--- config.mk ---
export PLATFORM = sky130hd
export DESIGN_NAME = conf_int_mul_rr_sched_flat
export DESIGN_NICKNAME = d
export VERILOG_FILES = /design/src/rtl/conf_int_mul_rr_sched_if.sv /design/src/rtl/conf_int_mul_rr_sched.sv /design/src/flat_wrapper.sv
export SDC_FILE = /design/constraint.sdc
export NUM_CORES = 1
export LEC_CHECK = 0
export ABC_AREA = 1
export ABC_CLOCK_PERIOD_IN_PS = 6680
export CAP_MARGIN = 20
export CORE_ASPECT_RATIO = 0.8
export CORE_MARGIN = 2
export CORE_UTILIZATION = 50
export DETAILED_ROUTE_END_ITERATION = 8
export PLACE_DENSITY_LB_ADDON = 0.2
export REMOVE_ABC_BUFFERS = 1
export SYNTH_ARGS = -nofsm -noshare
export SYNTH_HDL_FRONTEND = slang
export SYNTH_SLANG_ARGS = --single-unit
--- constraint.sdc ---
create_clock -name clk -period 6.68 [get_ports clk]
set_input_delay 1.67 -clock clk [delete_from_list [all_inputs] [get_ports clk]]
set_output_delay 1.67 -clock clk [all_outputs]
set_load 0.05 [all_outputs]
--- src/rtl/conf_int_mul_rr_sched_if.sv ---
// Request/response bundle between requesting kernels and the shared-multiplier scheduler.
// The scheduler binds the slave modport; requesters/consumer bind master.
interface conf_int_mul_rr_sched_if #(
   parameter int unsigned NUM_REQ            = 4,
   parameter int unsigned DATA_PATH_BITWIDTH = 16,
   parameter int unsigned ID_W               = 2
);
   logic [NUM_REQ-1:0]                    req_valid;
   logic [NUM_REQ-1:0]                    req_ready;
   logic [NUM_REQ*DATA_PATH_BITWIDTH-1:0] req_a;
   logic [NUM_REQ*DATA_PATH_BITWIDTH-1:0] req_b;
   logic                                  rsp_valid;
   logic                                  rsp_ready;
   logic [ID_W-1:0]                       rsp_id;
   logic [2*DATA_PATH_BITWIDTH-1:0]       rsp_d;

   modport master (
      output req_valid, req_a, req_b, rsp_ready,
      input  req_ready, rsp_valid, rsp_id, rsp_d
   );

   modport slave (
      input  req_valid, req_a, req_b, rsp_ready,
      output req_ready, rsp_valid, rsp_id, rsp_d
   );
endinterface

--- src/rtl/conf_int_mul_rr_sched.sv ---
// Round-robin time-sharing of one unsigned multiplier among NUM_REQ requesters,
// with a MUL_LATENCY-deep tagged result pipeline that stalls as a whole on backpressure.
module conf_int_mul_rr_sched #(
   parameter int unsigned OP_BITWIDTH        = 16,
   parameter int unsigned DATA_PATH_BITWIDTH = 16,
   parameter int unsigned NUM_REQ            = 4,
   parameter int unsigned ID_W               = 2,
   parameter int unsigned MUL_LATENCY        = 2
) (
   input logic                    clk,
   input logic                    rst,
   conf_int_mul_rr_sched_if.slave bus
);
   localparam int unsigned DW = DATA_PATH_BITWIDTH;
   localparam int unsigned PW = 2 * DW;
   localparam int unsigned L  = MUL_LATENCY;

   logic [ID_W-1:0] ptr;
   logic [L-1:0]    stg_v;
   logic [ID_W-1:0] stg_id [L];
   logic [PW-1:0]   stg_d  [L];

   logic            stall;
   logic            gnt_ok;
   logic            accept;
   logic [ID_W-1:0] gnt_idx;
   logic [DW-1:0]   a_sel;
   logic [DW-1:0]   b_sel;
   logic [DW-1:0]   op_mask;
   logic [PW-1:0]   prod;

   assign stall = stg_v[L-1] & ~bus.rsp_ready;

   // Search indices at/above ptr first, then the wrapped indices below ptr.
   always_comb begin
      gnt_ok  = 1'b0;
      gnt_idx = '0;
      a_sel   = '0;
      b_sel   = '0;
      for (int unsigned i = 0; i < NUM_REQ; i++) begin
         if (!gnt_ok && bus.req_valid[i] && i >= 32'(ptr)) begin
            gnt_ok  = 1'b1;
            gnt_idx = ID_W'(i);
            a_sel   = bus.req_a[i*DW +: DW];
            b_sel   = bus.req_b[i*DW +: DW];
         end
      end
      for (int unsigned i = 0; i < NUM_REQ; i++) begin
         if (!gnt_ok && bus.req_valid[i] && i < 32'(ptr)) begin
            gnt_ok  = 1'b1;
            gnt_idx = ID_W'(i);
            a_sel   = bus.req_a[i*DW +: DW];
            b_sel   = bus.req_b[i*DW +: DW];
         end
      end
   end

   always_comb begin
      op_mask = '0;
      for (int unsigned j = 0; j < DW; j++) begin
         op_mask[j] = (j < OP_BITWIDTH);
      end
   end

   assign prod   = PW'(a_sel & op_mask) * PW'(b_sel & op_mask);
   assign accept = gnt_ok & ~stall;

   always_comb begin
      bus.req_ready = '0;
      if (accept && rst) begin
         bus.req_ready[gnt_idx] = 1'b1;
      end
   end

   // Bubbles carry zero id/data because the grant mux defaults to zero.
   always_ff @(posedge clk or negedge rst) begin
      if (!rst) begin
         ptr   <= '0;
         stg_v <= '0;
         for (int unsigned k = 0; k < L; k++) begin
            stg_id[k] <= '0;
            stg_d[k]  <= '0;
         end
      end else if (!stall) begin
         stg_v[0]  <= accept;
         stg_id[0] <= gnt_idx;
         stg_d[0]  <= prod;
         for (int unsigned k = 1; k < L; k++) begin
            stg_v[k]  <= stg_v[k-1];
            stg_id[k] <= stg_id[k-1];
            stg_d[k]  <= stg_d[k-1];
         end
         if (accept) begin
            if (gnt_idx == ID_W'(NUM_REQ - 1)) begin
               ptr <= '0;
            end else begin
               ptr <= gnt_idx + 1'b1;
            end
         end
      end
   end

   assign bus.rsp_valid = stg_v[L-1];
   assign bus.rsp_id    = stg_id[L-1];
   assign bus.rsp_d     = stg_d[L-1];
endmodule
--- src/flat_wrapper.sv ---
// flat-port wrapper written by rule: the top's interface ports become plain ports
module conf_int_mul_rr_sched_flat 
#(
   parameter int unsigned OP_BITWIDTH        = 16,
   parameter int unsigned DATA_PATH_BITWIDTH = 16,
   parameter int unsigned NUM_REQ            = 4,
   parameter int unsigned ID_W               = 2,
   parameter int unsigned MUL_LATENCY        = 2
)
  (clk, rst, bus_req_valid, bus_req_a, bus_req_b, bus_rsp_ready, bus_req_ready, bus_rsp_valid, bus_rsp_id, bus_rsp_d);
  conf_int_mul_rr_sched_if #(.NUM_REQ(NUM_REQ), .DATA_PATH_BITWIDTH(DATA_PATH_BITWIDTH), .ID_W(ID_W)) bus_i ();
  input logic clk;
  input logic rst;
  input wire logic [$bits(bus_i.req_valid)-1:0] bus_req_valid;
  input wire logic [$bits(bus_i.req_a)-1:0] bus_req_a;
  input wire logic [$bits(bus_i.req_b)-1:0] bus_req_b;
  input wire logic [$bits(bus_i.rsp_ready)-1:0] bus_rsp_ready;
  output wire logic [$bits(bus_i.req_ready)-1:0] bus_req_ready;
  output wire logic [$bits(bus_i.rsp_valid)-1:0] bus_rsp_valid;
  output wire logic [$bits(bus_i.rsp_id)-1:0] bus_rsp_id;
  output wire logic [$bits(bus_i.rsp_d)-1:0] bus_rsp_d;
  assign bus_i.req_valid = bus_req_valid;
  assign bus_i.req_a = bus_req_a;
  assign bus_i.req_b = bus_req_b;
  assign bus_i.rsp_ready = bus_rsp_ready;
  assign bus_req_ready = bus_i.req_ready;
  assign bus_rsp_valid = bus_i.rsp_valid;
  assign bus_rsp_id = bus_i.rsp_id;
  assign bus_rsp_d = bus_i.rsp_d;
  conf_int_mul_rr_sched #(.OP_BITWIDTH(OP_BITWIDTH), .DATA_PATH_BITWIDTH(DATA_PATH_BITWIDTH), .NUM_REQ(NUM_REQ), .ID_W(ID_W), .MUL_LATENCY(MUL_LATENCY)) u_core (.clk(clk), .rst(rst), .bus(bus_i));
endmodule
==> metrics.txt, run 1 <==
status=complete, but fails checks; failing checks=negative setup slack; fill count=2262; Tmin final=between 7000 and 8000 ps; Residual DRC=0; RSZ-0062 raised after global routing=true; Layout area overhead=45.00%; endpoints failing hold=0; Clock transition at path regs=roughly 70 ps; Cell Area, Synth=approximately 14000 sq um; 1st-pass router iterations=6; worst path arrival time=between 7000 and 8000 ps; clk sinks=72; layout cells sized above 1=0.2800; Seq/Total Area, Yosys=0.1256; synth top area cells=fa_1 (27%), nand2_1 (13%), dfrtp_1 (13%); Netlist cell types=47; first-pass GRT wire length=80610 um; CP Data Required Time=6990 ps; dpl hpwl=just over 40000 um; GPL Wtd Cong=roughly 1; nets=between 2k and 3k; Initial Utilization=0.5073; Synth Instances=just under 2k; asr flop ratio synth=1.000; maximum capacitance violations=0; CTS root buf=clkbuf_16; H-tree depth=3; final core utilization=0.7356; antenna violations before repair=0; Clock Tree Buf Depth=2; Min Hold Slack=between 400 and 500 ps; WL final=around 50000 um; Crit-path slowest cell=fa_1; Top delay family on crit path=adder cells; num rows=55; Detail Route Antenna Nets=0; Worst-Skew Late Latency=~360 ps; GRT Util Overall=0.3451; vias in the first global route=15.18k; worst min-delay path class=reg -> reg; Fmax=0.1345 GHz; crit path max fanout=7; area of the die=between 30000 and 40000 sq um; DIE WIDTH=193.4 um; Most common cell on crit path=fa_1; setup TNS=-14520 ps; Avg Cell Area, Syn=~7.2 sq um; DR WL/cell=~18 um; Buf/Inv on CP=8; PnR worst setup slack=-757.5 ps; Via Count=between 10k and 15k; IO Port Bufs=~170; number of setup violations in the final report=24; Synth area leader=fa_1; Vert. Die Dim=155.5 um; cts hold-fix bufs=0; nature of the critical path endpoint=register; relative slew slack=0.4538; actual slew at the worst max-slew pin=slightly above 800 ps; First DRT Iteration DRCs=roughly 1.1k; Post-synth EDFFs=0; I/O pin cnt=174; Via-to-Cell Ratio=between 5 and 6; peak per-stage delay on the critical path=580 ps; pre-CTS WS=-1934 ps; n_diodes=0; clock buffer count from CTS=9; warnings from Yosys=0; CTS tree=done; largest net degree at the start of global routing=70; post-synth top area share=0.2707; overflow left after global routing=0; Setup Skew=8.784 ps; Slew Viols, Final=0; Post-synth top flop=dfrtp_1; Setup CP Type=in -> reg; Core Footprint=approximately 28000 sq um; fraction of the cycle the final worst path needs=1.113; Synth Register Bits=a little over 70; crit start category=input pin
-- logic make-up after synthesis --
kind of cell / count (synthesis) / synth area share
xor+xnor: 8 / 0.004883
flops: 72 / 0.1256
simple gates: 975 / 0.3013
buf+inv: 489 / 0.1476
fa+ha+maj: 302 / 0.3648
compound gates: 139 / 0.05581
-- worst min-delay path, stage by stage (launching register included) --
cell	delay [ps]
dfrtp_1	330
inv_1	50
nand2_1	60
-- per-stage QoR --
stage	std cells	cell area, sq um
2_1_floorplan	1897	13740
3_3_place_gp	2759	18630
3_5_place_dp	2759	18630
4_1_cts	2818	20270
5_1_grt	2845	20810
6_report	2845	20810
-- placed cells by master (no fill, tap or decap), types with 29 or more instances in the layout --
cell type | netlist | routed
buf_12 | 0 | 29
buf_4 | 47 | 333
clkdlybuf4s50_1 | 0 | 164
dfrtp_1 | 72 | 72
fa_1 | 194 | 182
ha_1 | 108 | 93
inv_1 | 391 | 363
nand2_1 | 502 | 451
nand2_2 | 5 | 38
nand3_1 | 79 | 57
nand4_1 | 49 | 49
nor2_1 | 259 | 222
nor2_2 | 17 | 31
nor2_4 | 9 | 32
o21ai_0 | 69 | 53
-- layer usage --
layer  track usage  vias to the layer above  part of all wire  wire, um
met1        0.4730                     7246              0.43     21880
met2        0.5641                      579              0.46     23210
met5             0                        -                 0         0
li1              -                     6958                 -         -
met4       0.08688                        0             0.023      1145
met3       0.06829                       83             0.084      4225
-- cell usage after synthesis (all sizes together), types with 17 or more instances --
library cell and number:
a21oi 28, buf 72, dfrtp 72, fa 194, ha 108, inv 400, nand2 509, nand3 82
nand4 52, nor2 285, nor3 17, o21ai 86
-- what timing repair did --
action	4_1_cts	5_1_grt
cloned	2	0
gates resized for setup	255	103
pin swaps	77	87
endpoints found under the setup margin	25	25
buffers inserted	42	27
hold endpoints to repair	0	0
-- cell type report --
cell class	count	area [sq um]	share of cell area
inverters	401	1538	0.07391
clock inverters	7	60.06	0.002887
flip-flops and latches	72	1802	0.08660
well taps	370	462.9	0.02225
clock buffers	9	225.2	0.01082
repair buffers	562	5176	0.2488
multi-input cells	1424	11540	0.5548
-- worst paths after layout --
path | slack (ps) | cells past startpoint | endpoint | start
worst min register to register | 470 | 2 | u_core.stg_v[1] | u_core.stg_v[0]
worst min-delay path | 470 | 2 | u_core.stg_v[1] | u_core.stg_v[0]
min in group asynchronous | 1190 | 1 | u_core.bus.rsp_d[2] | rst
worst max-delay path | -760 | 29 | u_core.stg_d[59] | bus_req_valid[0]
worst max register to register | -50 | 33 | u_core.stg_d[59] | u_core.ptr[1]
max in group asynchronous | 4420 | 2 | u_core.stg_d[56] | rst
-- flip-flops by register name (all words and copies together), names as in the netlist --
| name | cells |
|---|---|
| u_core.stg_v | 2 |
| u_core.bus.rsp_d | 32 |
| u_core.ptr | 2 |
| u_core.stg_id | 2 |
| u_core.stg_d | 32 |
| u_core.bus.rsp_id | 2 |
Power of run 1 is not shown: default switching activity piles up to over one toggle a cycle in this logic, so the estimate is an artifact.
==> inputs of run 2 (changes only) <==
CTS_CLUSTER_DIAMETER = 60   (was not set)
RECOVER_POWER = 50   (was not set)
==> run 2 against run 1 <==
The run ends with max-capacitance violations, max-slew violations, negative setup slack left; die area is the same; utilization about the same; first-iteration DRC count unchanged; clock-buffer cell count unchanged; critical path depth is the same; routed wire length barely moved; design area about the same; cell count is the same; non-clock buffer count unchanged; clock skew about the same; fmax is essentially flat; sequential cell count stayed put.
==> metrics.txt, run 2 (synthesis results as in run 1) <==
fraction of the cycle the final worst path needs=1.114 (about the same); RSZ-0062 raised after global routing=true; area of the die=30080 sq um (unchanged); Via-to-Cell Ratio=5.223 (about the same); Worst-Skew Late Latency=360 ps (about the same); clk sinks=72 (unchanged); relative slew slack=-1.055 (-1.509); Initial Utilization=0.5073 (unchanged); crit path max fanout=7 (unchanged); Residual DRC=0 (unchanged); First DRT Iteration DRCs=1078 (unchanged); Fmax=0.1344 GHz (about the same); peak per-stage delay on the critical path=580 ps (about the same); worst min-delay path class=reg -> reg; Setup CP Type=in -> reg; Clock transition at path regs=70 ps (about the same); number of setup violations in the final report=24 (unchanged); R2R Path Start=u_core.ptr[1]; Layout area overhead=44.95% (about the same); overflow left after global routing=0 (unchanged); crit start category=input pin; nature of the critical path endpoint=register; DIE WIDTH=193.4 um (unchanged); I/O pin cnt=174 (unchanged); CP Data Required Time=6990 ps (about the same); DR WL/cell=17.72 um (about the same); FF-to-FF setup slack=-50 ps (about the same); Detail Route Antenna Nets=0 (unchanged); Hold Path Origin=u_core.stg_v[0]; GPL Wtd Cong=1.008 (unchanged); failing checks=max-capacitance violations, max-slew violations, negative setup slack; Clock Tree Buf Depth=2 (unchanged); Via Count=14.86k (-0.040%); Reg2Reg Capture Point=u_core.stg_d[59]; non-filler cells, final=2845 (unchanged); GRT Util Overall=0.3451 (unchanged); reg2reg path depth=33 (unchanged); setup TNS=-14590 ps (-64.00 ps); WHS Path Cells=2 (unchanged); CTS root buf=clkbuf_16; most frequent cells in the layout=nand2_1 (451), inv_1 (363), buf_4 (331); 1st-pass router iterations=5 (-1); Most common cell on crit path=fa_1; num rows=55 (unchanged); H-tree depth=3 (unchanged); Vert. Die Dim=155.5 um (unchanged); maximum capacitance violations=1 (+1); status=complete, but fails checks; endpoints failing hold=0 (unchanged); Crit-path slowest cell=fa_1; WL final=50430 um (about the same); Placed Cells=2759 (unchanged); CTS tree=done; Core Footprint=28280 sq um (unchanged); PnR worst setup slack=-760.7 ps (-3.128 ps); first-pass GRT wire length=80610 um (unchanged); IO Port Bufs=173 (unchanged); cell area after layout=20800 sq um (about the same); antenna violations before repair=0 (unchanged); n_diodes=0 (unchanged); nets=2907 (unchanged); commonest non-fill, non-tap cell in the layout=nand2_1; placed inst area=18630 sq um (unchanged); Hold EP=u_core.stg_v[1]; largest net degree at the start of global routing=70 (unchanged); Setup Skew=8.784 ps (+0.0001100 ps); clock buffer count from CTS=9 (unchanged); Slew Viols, Final=57 (+57); vias in the first global route=15.18k (unchanged); worst path arrival time=7750 ps (about the same); actual slew at the worst max-slew pin=3083 ps (+2264 ps); cts hold-fix bufs=0 (unchanged); dpl hpwl=41170 um (unchanged); Tmin final=7441 ps (+3.128 ps); layout cells sized above 1=0.2792 (-0.0008081)
[run 2: changes by cell type in the layout (fill, tap and decap cells not counted)]
cell and delta:
buf_4 -2, clkbuf_1 +2, clkdlybuf4s50_1 -1, dlygate4sd3_1 +1
[run 2: repair_timing]
action | 4_1_cts | 5_1_grt
buffers inserted | 42 | 27
resized for setup | 255 | 103
pin swaps | 77 | 87
endpoints found under the setup margin | 25 | 25
cloned | 2 | 0
[run 2: through the flow]
step / utilization / hold slack (ps) / setup WS [ps]
CTS: 0.7165 / 468.5 / -705.9
finish: 0.7354 / 467.5 / -760.7
global route: 0.7354 / 486.7 / -985.5
floorplan: - / 419.8 / -1647
global placement: 0.6586 / 441.2 / -1927
detailed placement: 0.6586 / 443.1 / -1934
[run 2: routing by layer]
metal / vias to the layer above / track usage / routed length [um]
li1: 6958 / - / -
met1: 7237 / 0.4730 / 21870
met2: 586 / 0.5641 / 23190
met3: 79 / 0.06829 / 4245
met4: 0 / 0.08688 / 1128
met5: - / 0 / 0
[run 2: worst max-delay path, delay by kind of cell]
family,cells,cell delay (ps)
AO/OA/AOI/OAI,1,140
adder cells (fa/ha/maj),7,3370
buffers and inverters,8,850
AND/OR/NAND/NOR,13,1710
[run 2: worst max path at each step]
stage | start | end
after floorplan | bus_rsp_ready | bus_req_ready[0]
after global placement | bus_req_valid[1] | u_core.stg_d[58]
after detailed placement | bus_req_valid[1] | u_core.stg_d[58]
after CTS | bus_req_valid[0] | u_core.stg_d[54]
after global routing | bus_req_valid[0] | u_core.stg_d[59]
final | bus_req_valid[0] | u_core.stg_d[59]
[run 2: final cells by class]
cell class | instances | area [sq um]
Inverter | 401 | 1538
Clock inverter | 7 | 60.06
Tap cell | 370 | 462.9
Clock buffer | 9 | 225.2
Fill cell | 2263 | 7485
Multi-Input combinational cell | 1424 | 11540
Timing Repair Buffer | 562 | 5169
Sequential cell | 72 | 1802
Power of run 2 is left out for the same reason.
==> inputs of run 3 (changes only) <==
CORE_UTILIZATION = 59   (was 50)
==> run 3 against run 2 <==
The run now fails in 5_1_grt; synthesized cell count unchanged; area after synthesis unchanged.
==> metrics.txt, run 3 <==
worst endpoint type=register data pin; Cell Area, Synth=14350 sq um (unchanged); clock buffer count from CTS=9 (unchanged); dpl hpwl=40700 um (-1.1%); Failed at=5_1_grt; worst_ep grt=u_core.stg_d[63]$_DFFE_PN0N_/D; DIE WIDTH=178.4 um (-7.8%); Seq/Total Area, Yosys=0.1256 (unchanged); Synth Instances=1985 (unchanged); Vert. Die Dim=143.5 um (-7.7%); GPL Wtd Cong=1.060 (+5.2%); Netlist cell types=47 (unchanged); Placed Cells=2705 (-2.0%); largest net degree at the start of global routing=78; Initial Utilization=0.5949 (+0.08755); IO Port Bufs=173 (unchanged); top post-synthesis cells by count=nand2_1 (502), inv_1 (391), nor2_1 (259), fa_1 (194), ha_1 (108); Post-synth EDFFs=0 (unchanged); synth top area cells=fa_1 (27%), nand2_1 (13%), dfrtp_1 (13%); Avg Cell Area, Syn=7.229 sq um (unchanged); Post-synth top flop=dfrtp_1; I/O pin cnt=174 (unchanged); cell with the most instances after synthesis=nand2_1; warnings from Yosys=0 (unchanged); placed inst area=18510 sq um (-0.63%); Clock Tree Buf Depth=2 (unchanged); antenna violations before repair=8; post-synth top area share=0.2707 (unchanged); status=did not finish; Synth area leader=fa_1; asr flop ratio synth=1.000 (unchanged); clk sinks=72 (unchanged); H-tree depth=3 (unchanged); overflow left after global routing=8; CTS root buf=clkbuf_16; num rows=51 (-7.3%); error message=[ERROR GRT-0232] Routing congestion too high. Check the congestion heatmap in the GUI.; GRT Util Overall=0.7271; Synth Register Bits=72 (unchanged)
run 3: through the flow:
| stage | utilization | worst slack (ps) |
|---|---|---|
| 3_3_place_gp | 0.7674 | -1954 |
| 4_1_cts | 0.8538 | -686.0 |
| 2_1_floorplan | - | -1647 |
| 3_5_place_dp | 0.7674 | -1909 |
run 3: kinds of logic after synthesis:
kind of cell    Yosys count  synth area share
xor+xnor                  8          0.004883
flops                    72            0.1256
buf+inv                 489            0.1476
simple gates            975            0.3013
compound gates          139           0.05581
fa+ha+maj               302            0.3648
run 3: timing repair:
item                       in CTS
setup endpoints to repair      25
buffers inserted               50
resized for setup             356
pin swaps                     105
gates cloned                    3
hold buffers                    0
run 3: layer usage:
| layer | track usage | overflow |
|---|---|---|
| met1 | 0.7683 | 2 |
| met2 | 0.8671 | 3 |
| met3 | 0.6079 | 1 |
| met4 | 0.5687 | 2 |
| met5 | 0.5099 | 0 |
==> inputs of run 4 (changes only) <==
CORE_ASPECT_RATIO = not set   (was 0.8)
CORE_UTILIZATION = 40   (was 59)
CTS_CLUSTER_DIAMETER = not set   (was 60)
PLACE_DENSITY_LB_ADDON = 0.15   (was 0.2)
==> run 4 against run 3 <==
The flow now finishes, with violations (max-capacitance violations, max-slew violations, negative setup slack).
==> metrics.txt, run 4 (synthesis results as in run 1) <==
Clock transition at path regs=approximately 70 ps; clock buffer count from CTS=9 (unchanged); actual slew at the worst max-slew pin=between 3000 and 4000 ps; I/O pin cnt=174 (unchanged); Core Footprint=35480 sq um; worst min-delay path class=reg -> reg; number of setup violations in the final report=24; crit start category=input pin; nets=just under 3k; num rows=69 (+35%); Placed Cells=2893 (+7.0%); first-pass GRT wire length=roughly 85000 um; WHS Path Cells=2; Layout area overhead=46.49%; fill count=3310; cell area after layout=about 21000 sq um; Vert. Die Dim=193.4 um (+35%); DIE WIDTH=193.4 um (+8.4%); clk sinks=72 (unchanged); Setup Skew=14.55 ps; nature of the critical path endpoint=register; antenna violations before repair=2; CTS root buf=clkbuf_16; status=complete, but fails checks; Detail Route Antenna Nets=0; GPL Wtd Cong=0.9362 (-12%); layout cells sized above 1=0.2861; cts hold-fix bufs=0 (unchanged); endpoints failing hold=0; Via-to-Cell Ratio=4.891; most frequent cells in the layout=nand2_1 (458), buf_4 (368), inv_1 (366); PnR worst setup slack=-704.1 ps; non-filler cells, final=around 3.0k; Fmax=0.1354 GHz; crit path max fanout=9; Clock Tree Buf Depth=2 (unchanged); area of the die=37400 sq um; overflow left after global routing=0; placed inst area=18950 sq um (+2.4%); Worst-Skew Late Latency=around 360 ps; Tmin final=7384 ps; CTS tree=done; worst path arrival time=about 7600 ps; DR WL/cell=17.67 um; dpl hpwl=43020 um (+5.7%); reg2reg path depth=32; 1st-pass router iterations=5; final core utilization=0.5924; Setup CP Type=in -> reg; Initial Utilization=0.4044 (-0.1905); H-tree depth=3 (unchanged); Slew Viols, Final=between 60 and 70; fraction of the cycle the final worst path needs=1.105; IO Port Bufs=173 (unchanged); First DRT Iteration DRCs=roughly 830; commonest non-fill, non-tap cell in the layout=nand2_1; Residual DRC=0; peak per-stage delay on the critical path=approximately 540 ps; relative slew slack=-1.271; maximum capacitance violations=1; RSZ-0062 raised after global routing=true; GRT Util Overall=0.2898; vias in the first global route=roughly 16k; WL final=52580 um; largest net degree at the start of global routing=between 60 and 70; CP Data Required Time=just under 7000 ps; Most common cell on crit path=fa_1; failing checks=max-capacitance violations, max-slew violations, negative setup slack; Crit-path slowest cell=fa_2; Via Count=approximately 15k
## run 4: layout make-up
type                    instances  area [sq um]  area share
multi-input cells            1425         11480      0.5463
clock inverters                 7         60.06    0.002857
diodes                          1         2.502   0.0001191
clock buffers                   9         225.2     0.01071
well taps                     461         576.8     0.02744
repair buffers                599          5338      0.2539
flip-flops and latches         72          1802     0.08572
inverters                     401          1533     0.07292
## run 4: layer usage
| metal | vias to the layer above | wire [um] | global-route usage |
|---|---|---|---|
| met4 | 0 | 1178 | 0.07096 |
| met5 | - | 0 | 0 |
| met3 | 70 | 3386 | 0.04498 |
| li1 | 7030 | - | - |
| met1 | 7068 | 23960 | 0.4061 |
| met2 | 383 | 24060 | 0.4701 |
## run 4: stage by stage
stage | setup TNS [ps] | hold slack, ps | setup slack (ps)
after floorplan | -39510 | 419.8 | -1647
after global placement | -44890 | 437.3 | -2081
after detailed placement | -45490 | 437.3 | -2067
after CTS | -14090 | 455.2 | -731.2
after global routing | -20420 | 484.9 | -980.1
final | -14030 | 456.0 | -704.1
## run 4: final timing paths
kind                             startpoint  slack (ps)               end
min reg2reg                 u_core.stg_v[0]         460   u_core.stg_v[1]
max in group asynchronous               rst        1620  u_core.stg_d[45]
max                        bus_req_valid[1]        -700  u_core.stg_d[47]
max reg2reg                   u_core.ptr[1]        -170  u_core.stg_d[53]
min                         u_core.stg_v[0]         460   u_core.stg_v[1]
min in group asynchronous               rst        1340  u_core.stg_id[2]
## run 4: what timing repair did
action	in CTS	in global routing
setup buffers	55	10
resized for setup	295	58
pin swaps	93	24
endpoints found under the setup margin	26	25
gates cloned	2	0
## run 4: critical path: cells and delay by family
family,cells,cell delay (ps)
fa+ha+maj,7,3320
simple gates,11,1310
buf+inv,9,980
compound gates,4,310
Power of run 4 is left out for the same reason.
